<file path="src/rtl/muldiv_seq.sv">
// Iterative multiply/divide sequencer owning the HI/LO register pair.
// One shared 2*XLEN shift/accumulate register, one bit per cycle.
module muldiv_seq #(
  parameter int XLEN = 32
) (
  input  logic            clk,
  input  logic            reset,
  input  logic            start,
  input  logic [2:0]      op,
  input  logic [XLEN-1:0] rs_val,
  input  logic [XLEN-1:0] rt_val,
  input  logic            hilo_rd,
  input  logic            flush,
  output logic            busy,
  output logic            stall,
  output logic            done,
  output logic [XLEN-1:0] hi,
  output logic [XLEN-1:0] lo
);

  localparam int CW = $clog2(XLEN);

  typedef enum logic [1:0] {IDLE, MUL, DIV, FIX} state_t;

  state_t            state, state_n;
  logic [2*XLEN-1:0] acc;
  logic [XLEN-1:0]   bop;
  logic [CW-1:0]     cnt;
  logic              sign_q, sign_r, is_div, dz;

  logic              sa, sb, is_md, rt_zero;
  logic [XLEN-1:0]   abs_a, abs_b;
  logic [XLEN:0]     mul_sum, div_trial;
  logic [2*XLEN-1:0] mul_nxt, div_nxt, prod_fix;
  logic [XLEN-1:0]   q_fix, r_fix;

  assign busy    = (state != IDLE);
  assign stall   = busy & (start | hilo_rd);
  assign is_md   = start & ~op[2];
  assign rt_zero = (rt_val == '0);

  assign sa    = ~op[0] & rs_val[XLEN-1];
  assign sb    = ~op[0] & rt_val[XLEN-1];
  assign abs_a = sa ? -rs_val : rs_val;
  assign abs_b = sb ? -rt_val : rt_val;

  // MUL: multiplier sits in the low half and shifts out as partial sums shift in
  assign mul_sum = {1'b0, acc[2*XLEN-1:XLEN]}
                 + (acc[0] ? {1'b0, bop} : '0);
  assign mul_nxt = {mul_sum, acc[XLEN-1:1]};

  // DIV: remainder in the high half, dividend/quotient in the low half
  assign div_trial = acc[2*XLEN-1:XLEN-1] - {1'b0, bop};
  assign div_nxt   = div_trial[XLEN]
                   ? {acc[2*XLEN-2:0], 1'b0}
                   : {div_trial[XLEN-1:0], acc[XLEN-2:0], 1'b1};

  assign prod_fix = sign_q ? -acc : acc;
  assign q_fix    = sign_q ? -acc[XLEN-1:0] : acc[XLEN-1:0];
  assign r_fix    = sign_r ? -acc[2*XLEN-1:XLEN]
                           : acc[2*XLEN-1:XLEN];

  always_ff @(posedge clk) begin
    if (reset) state <= IDLE;
    else       state <= state_n;
  end

  always_comb begin
    state_n = state;
    unique case (state)
      IDLE: begin
        if (is_md) begin
          if (op[1] && rt_zero) state_n = FIX;
          else if (op[1])       state_n = DIV;
          else                  state_n = MUL;
        end
      end
      MUL, DIV: begin
        if (cnt == CW'(XLEN-1)) state_n = FIX;
      end
      FIX:     state_n = IDLE;
      default: state_n = IDLE;
    endcase
    if (flush) state_n = IDLE;
  end

  always_ff @(posedge clk) begin
    if (reset) begin
      hi     <= '0;
      lo     <= '0;
      done   <= 1'b0;
      acc    <= '0;
      bop    <= '0;
      cnt    <= '0;
      sign_q <= 1'b0;
      sign_r <= 1'b0;
      is_div <= 1'b0;
      dz     <= 1'b0;
    end else begin
      done <= 1'b0;
      if (!flush) begin
        unique case (state)
          IDLE: begin
            if (start) begin
              unique case (op)
                3'd4: hi <= rs_val;
                3'd5: lo <= rs_val;
                3'd0, 3'd1, 3'd2, 3'd3: begin
                  cnt    <= '0;
                  is_div <= op[1];
                  dz     <= op[1] & rt_zero;
                  sign_q <= sa ^ sb;
                  sign_r <= sa;
                  bop    <= op[1] ? abs_b : abs_a;
                  if (op[1] && rt_zero)
                    acc <= {rs_val, {XLEN{1'b1}}};
                  else
                    acc <= {{XLEN{1'b0}}, op[1] ? abs_a : abs_b};
                end
                default: ;
              endcase
            end
          end
          MUL: begin
            acc <= mul_nxt;
            cnt <= cnt + CW'(1);
          end
          DIV: begin
            acc <= div_nxt;
            cnt <= cnt + CW'(1);
          end
          FIX: begin
            done <= 1'b1;
            if (dz) begin
              hi <= acc[2*XLEN-1:XLEN];
              lo <= acc[XLEN-1:0];
            end else if (is_div) begin
              hi <= r_fix;
              lo <= q_fix;
            end else begin
              {hi, lo} <= prod_fix;
            end
          end
          default: ;
        endcase
      end
    end
  end

endmodule

</file>
<file path="config.mk">
export PLATFORM = sky130hd
export DESIGN_NAME = muldiv_seq
export DESIGN_NICKNAME = d
export VERILOG_FILES = /design/src/rtl/muldiv_seq.sv
export SDC_FILE = /design/constraint.sdc
export NUM_CORES = 1
export LEC_CHECK = 0
export BUFFER_PORTS_ARGS = -buffer_cell sky130_fd_sc_hd__buf_2
export CAP_MARGIN = 10
export CORE_AREA = 5 5 229 120
export DETAILED_ROUTE_END_ITERATION = 12
export DIE_AREA = 0 0 234 125
export HOLD_SLACK_MARGIN = 0.05
export PLACE_DENSITY = 0.84
export SYNTH_ARGS = -nofsm -noshare
export SYNTH_HDL_FRONTEND = slang
export SYNTH_SLANG_ARGS = --single-unit
export TNS_END_PERCENT = 1
</file>
<file path="constraint.sdc">
create_clock -name clk -period 7.18 [get_ports clk]
set_input_delay 0.359 -clock clk [delete_from_list [all_inputs] [get_ports clk]]
set_output_delay 0.359 -clock clk [all_outputs]
set_load 0.05 [all_outputs]
</file>
==> impl_metrics.sql <==
INSERT INTO impl_metrics (metric_group, metric, value, unit) VALUES
('power', 'sw_frac_of_total', '42.96', '%'),
('floorplanning', 'floorplan.io_pins', '139', ''),
('global_route', 'grt_max_degree', '99', ''),
('hold_path', 'worst_hold_path_class', 'input pin to flop', ''),
('clocking', 'htreeDepth', '4', ''),
('sta', 'post_route_worst_hold_slack', '0.2902', 'ns'),
('layout', 'sequential_cell_area', '3443', 'µm²'),
('layout', 'n_antenna_cell', '0', ''),
('layout', 'final_net_count', '2273', ''),
('global_route', 'global_route_congestion_overflow_total', '0', ''),
('floorplanning', 'dieHeight', '125', 'µm'),
('clocking', 'postCtsHoldBufs', '0', ''),
('sta', 'setup-tns-final', '0', 'ns'),
('detailed_routing', 'via_count', '17110', ''),
('floorplanning', 'core', '25540', 'µm²'),
('layout', 'areaGrowthSynthToFinish', '9.422', '%'),
('clocking', 'maximum_clock_insertion_buffer_count', '2', ''),
('sta', 'finalClockSkew', '0.01701', 'ns'),
('detailed_routing', 'drt-wirelength-per-cell', '26.22', 'µm'),
('layout', 'mostFrequentLayoutCells', '289 x sky130_fd_sc_hd__nor2_1, 231 x sky130_fd_sc_hd__a21oi_1, 177 x sky130_fd_sc_hd__nand2_1', ''),
('sta', 'final-hold-violation-count', '0', ''),
('power', 'p_leak', '6.706', 'nW'),
('sta', 'finalWorstSetupSlack', '2.791', 'ns'),
('power', 'seqPwrFrac', '33.5', '%'),
('detailed_routing', 'postRouteAntennaNets', '0', ''),
('critical_path', 'worst_ep_required_time', '7.53', 'ns'),
('logic_synthesis', 'async_flop_share', '0', '%'),
('flow_run', 'count_of_max_cap_constraint_violations', '0', ''),
('placed_design', 'gp_congestion', '1.082', ''),
('logic_synthesis', 'synth_nets', '2234', ''),
('detailed_routing', 'dr.pass1.iters', '11', ''),
('sta', 'worst_margin_pin_slew', '1.272', 'ns'),
('clocking', 'cts_setup_buffers', '0', ''),
('sta', 'slew_violations', '0', ''),
('power', 'ir_drop', '170.3', 'µV'),
('placed_design', 'place.detailed.hpwl', '49.43', 'mm'),
('logic_synthesis', 'top_cell_type_by_total_area_after_synthesis', 'sky130_fd_sc_hd__dfxtp_1', ''),
('power', 'report.power.total', '3.240', 'mW'),
('clocking', 'clk_root_buffer_cell', 'sky130_fd_sc_hd__clkbuf_16', ''),
('logic_synthesis', 'synth.cell_area', '14890', 'µm²'),
('global_route', 'grt.total_usage', '42.59', '%'),
('logic_synthesis', 'synth.area.top_cells', 'sky130_fd_sc_hd__dfxtp_1 23%, sky130_fd_sc_hd__a21oi_1 7.8%, sky130_fd_sc_hd__nor2_1 7.3%, sky130_fd_sc_hd__ha_1 6.4%, sky130_fd_sc_hd__xnor2_1 5.6%', ''),
('detailed_routing', 'drt-vias-per-instance', '6.878', ''),
('logic_synthesis', 'synth.ff_latch_count', '172', ''),
('layout', 'final_layout_size_suffix_gt1_share', '10.63', '%'),
('floorplanning', 'dieArea', '29250', 'µm²'),
('sta', 'part_of_the_cycle_the_worst_path_needs', '61.13', '%'),
('power', 'power_density', '198.9', 'nW/µm²'),
('logic_synthesis', 'synth.lib_cells_used.distinct', '81', ''),
('critical_path', 'cp_launch_type', 'flop', ''),
('logic_synthesis', 'synth_enable_flop_cells', '0', ''),
('power', 'power_report.internal_total', '1.848', 'mW'),
('clocking', 'tritoncts', 'built', ''),
('critical_path', 'path_max_fanout', '30', ''),
('sta', 'unrepaired_setup_endpoints_after_global_routing', 'false', ''),
('power', 'comb_power_share', '35.2', '%'),
('global_route', 'grt_first_pass_wirelength', '94.75', 'mm'),
('power', 'power_frac_clock', '31.3', '%'),
('sta', 'slew_headroom', '12.97', '%'),
('layout', 'multi_input_comb_area', '10600', 'µm²'),
('clocking', 'clkSlewWorstSetupHoldPaths', '0.09', 'ns'),
('run_status', 'run_status', 'finished, final reports clean', ''),
('detailed_routing', 'drc', '0', ''),
('floorplanning', 'initial_utilization', '58.28', '%'),
('placed_design', 'placement.io_buffers', '138', ''),
('logic_synthesis', 'synthesis.instances', '2084', ''),
('clocking', 'cts.sink_count', '172', ''),
('clocking', 'worst_skew_pair.late_latency', '0.47', 'ns'),
('floorplanning', 'die_w', '234', 'µm'),
('sta', 'maxClockFrequency', '227.8', 'MHz'),
('logic_synthesis', 'ys.warnings.count', '0', '');
==> final cells by class <==
| class | instances | area share, % |
|---|---|---|
| clock buffers | 17 | 2.612 |
| well taps | 352 | 2.704 |
| repair buffers | 163 | 5.431 |
| multi-input cells | 1693 | 65.09 |
| inverters | 76 | 1.751 |
| clock inverters | 15 | 1.267 |
| flip-flops and latches | 172 | 21.14 |
==> critical path, cell delays in order (launching register included) <==
cell	delay [ns]
sky130_fd_sc_hd__dfxtp_1	0.41
sky130_fd_sc_hd__inv_1	0.11
sky130_fd_sc_hd__buf_4	0.38
sky130_fd_sc_hd__nor2_1	0.12
sky130_fd_sc_hd__ha_1	0.37
sky130_fd_sc_hd__o211ai_1	0.19
sky130_fd_sc_hd__a21oi_1	0.07
sky130_fd_sc_hd__o21ai_0	0.63
sky130_fd_sc_hd__a21oi_1	0.27
sky130_fd_sc_hd__a21oi_1	0.48
sky130_fd_sc_hd__o221ai_1	0.27
sky130_fd_sc_hd__a31oi_1	0.37
sky130_fd_sc_hd__xnor2_1	0.25
sky130_fd_sc_hd__o221a_2	0.25
sky130_fd_sc_hd__o21ai_0	0.06
==> worst paths after layout <==
kind / start / end / slack (ns) / cells past startpoint
max reg2reg: acc[0]$_SDFFE_PP0P_ / acc[59]$_SDFFE_PP0P_ / 2.79 / 14
min: flush / state[0]$_SDFFE_PP0P_ / 0.29 / 2
max: acc[0]$_SDFFE_PP0P_ / acc[59]$_SDFFE_PP0P_ / 2.79 / 14
min reg2reg: hi[10]$_SDFFE_PP0P_ / hi[10]$_SDFFE_PP0P_ / 0.45 / 1
==> state kept, by name, indices dropped and copies added, names as in the netlist <==
register / count
acc: 64
bop: 32
cnt: 5
done: 1
dz: 1
hi: 32
is_div: 1
lo: 32
sign_q: 1
sign_r: 1
state: 2
==> layer usage <==
| layer | vias up | track usage (%) | part of all wire [%] |
|---|---|---|---|
| li1 | 7621 | - | - |
| met1 | 7842 | 63.09 | 41 |
| met2 | 1464 | 50.11 | 35 |
| met3 | 183 | 23.11 | 20 |
| met4 | 2 | 14.94 | 4.0 |
| met5 | - | 1.974 | 0.12 |
==> power groups by stage <==
stage                     logic [mW]  clock network [mW]  registers (mW)
after floorplan                0.730                   0            1.09
after global placement          1.06                   0            1.10
after detailed placement        1.07                   0            1.10
after CTS                       1.08                1.00            1.08
after global routing            1.20                1.05            1.09
final                           1.14                1.01            1.09
==> cells in the mapped netlist, types with 49 or more instances <==
| cell | instances |
|---|---|
| sky130_fd_sc_hd__nor2_1 | 289 |
| sky130_fd_sc_hd__a21oi_1 | 231 |
| sky130_fd_sc_hd__nand2_1 | 177 |
| sky130_fd_sc_hd__dfxtp_1 | 172 |
| sky130_fd_sc_hd__o21ai_0 | 142 |
| sky130_fd_sc_hd__clkbuf_1 | 121 |
| sky130_fd_sc_hd__xnor2_1 | 95 |
| sky130_fd_sc_hd__a211oi_1 | 80 |
| sky130_fd_sc_hd__ha_1 | 76 |
| sky130_fd_sc_hd__inv_1 | 76 |
| sky130_fd_sc_hd__xor2_1 | 76 |
| sky130_fd_sc_hd__nor3_1 | 51 |
| sky130_fd_sc_hd__a21o_1 | 49 |
==> kinds of logic after synthesis <==
| group | count (synthesis) | synth area share, % |
|---|---|---|
| compound gates | 729 | 31.38 |
| xor+xnor | 172 | 10.17 |
| fa+ha+maj | 78 | 6.657 |
| buf+inv | 219 | 5.833 |
| flops | 172 | 23.13 |
| mux | 18 | 1.244 |
| simple gates | 696 | 21.59 |
Note: power is estimated with default switching activity, not from simulation.
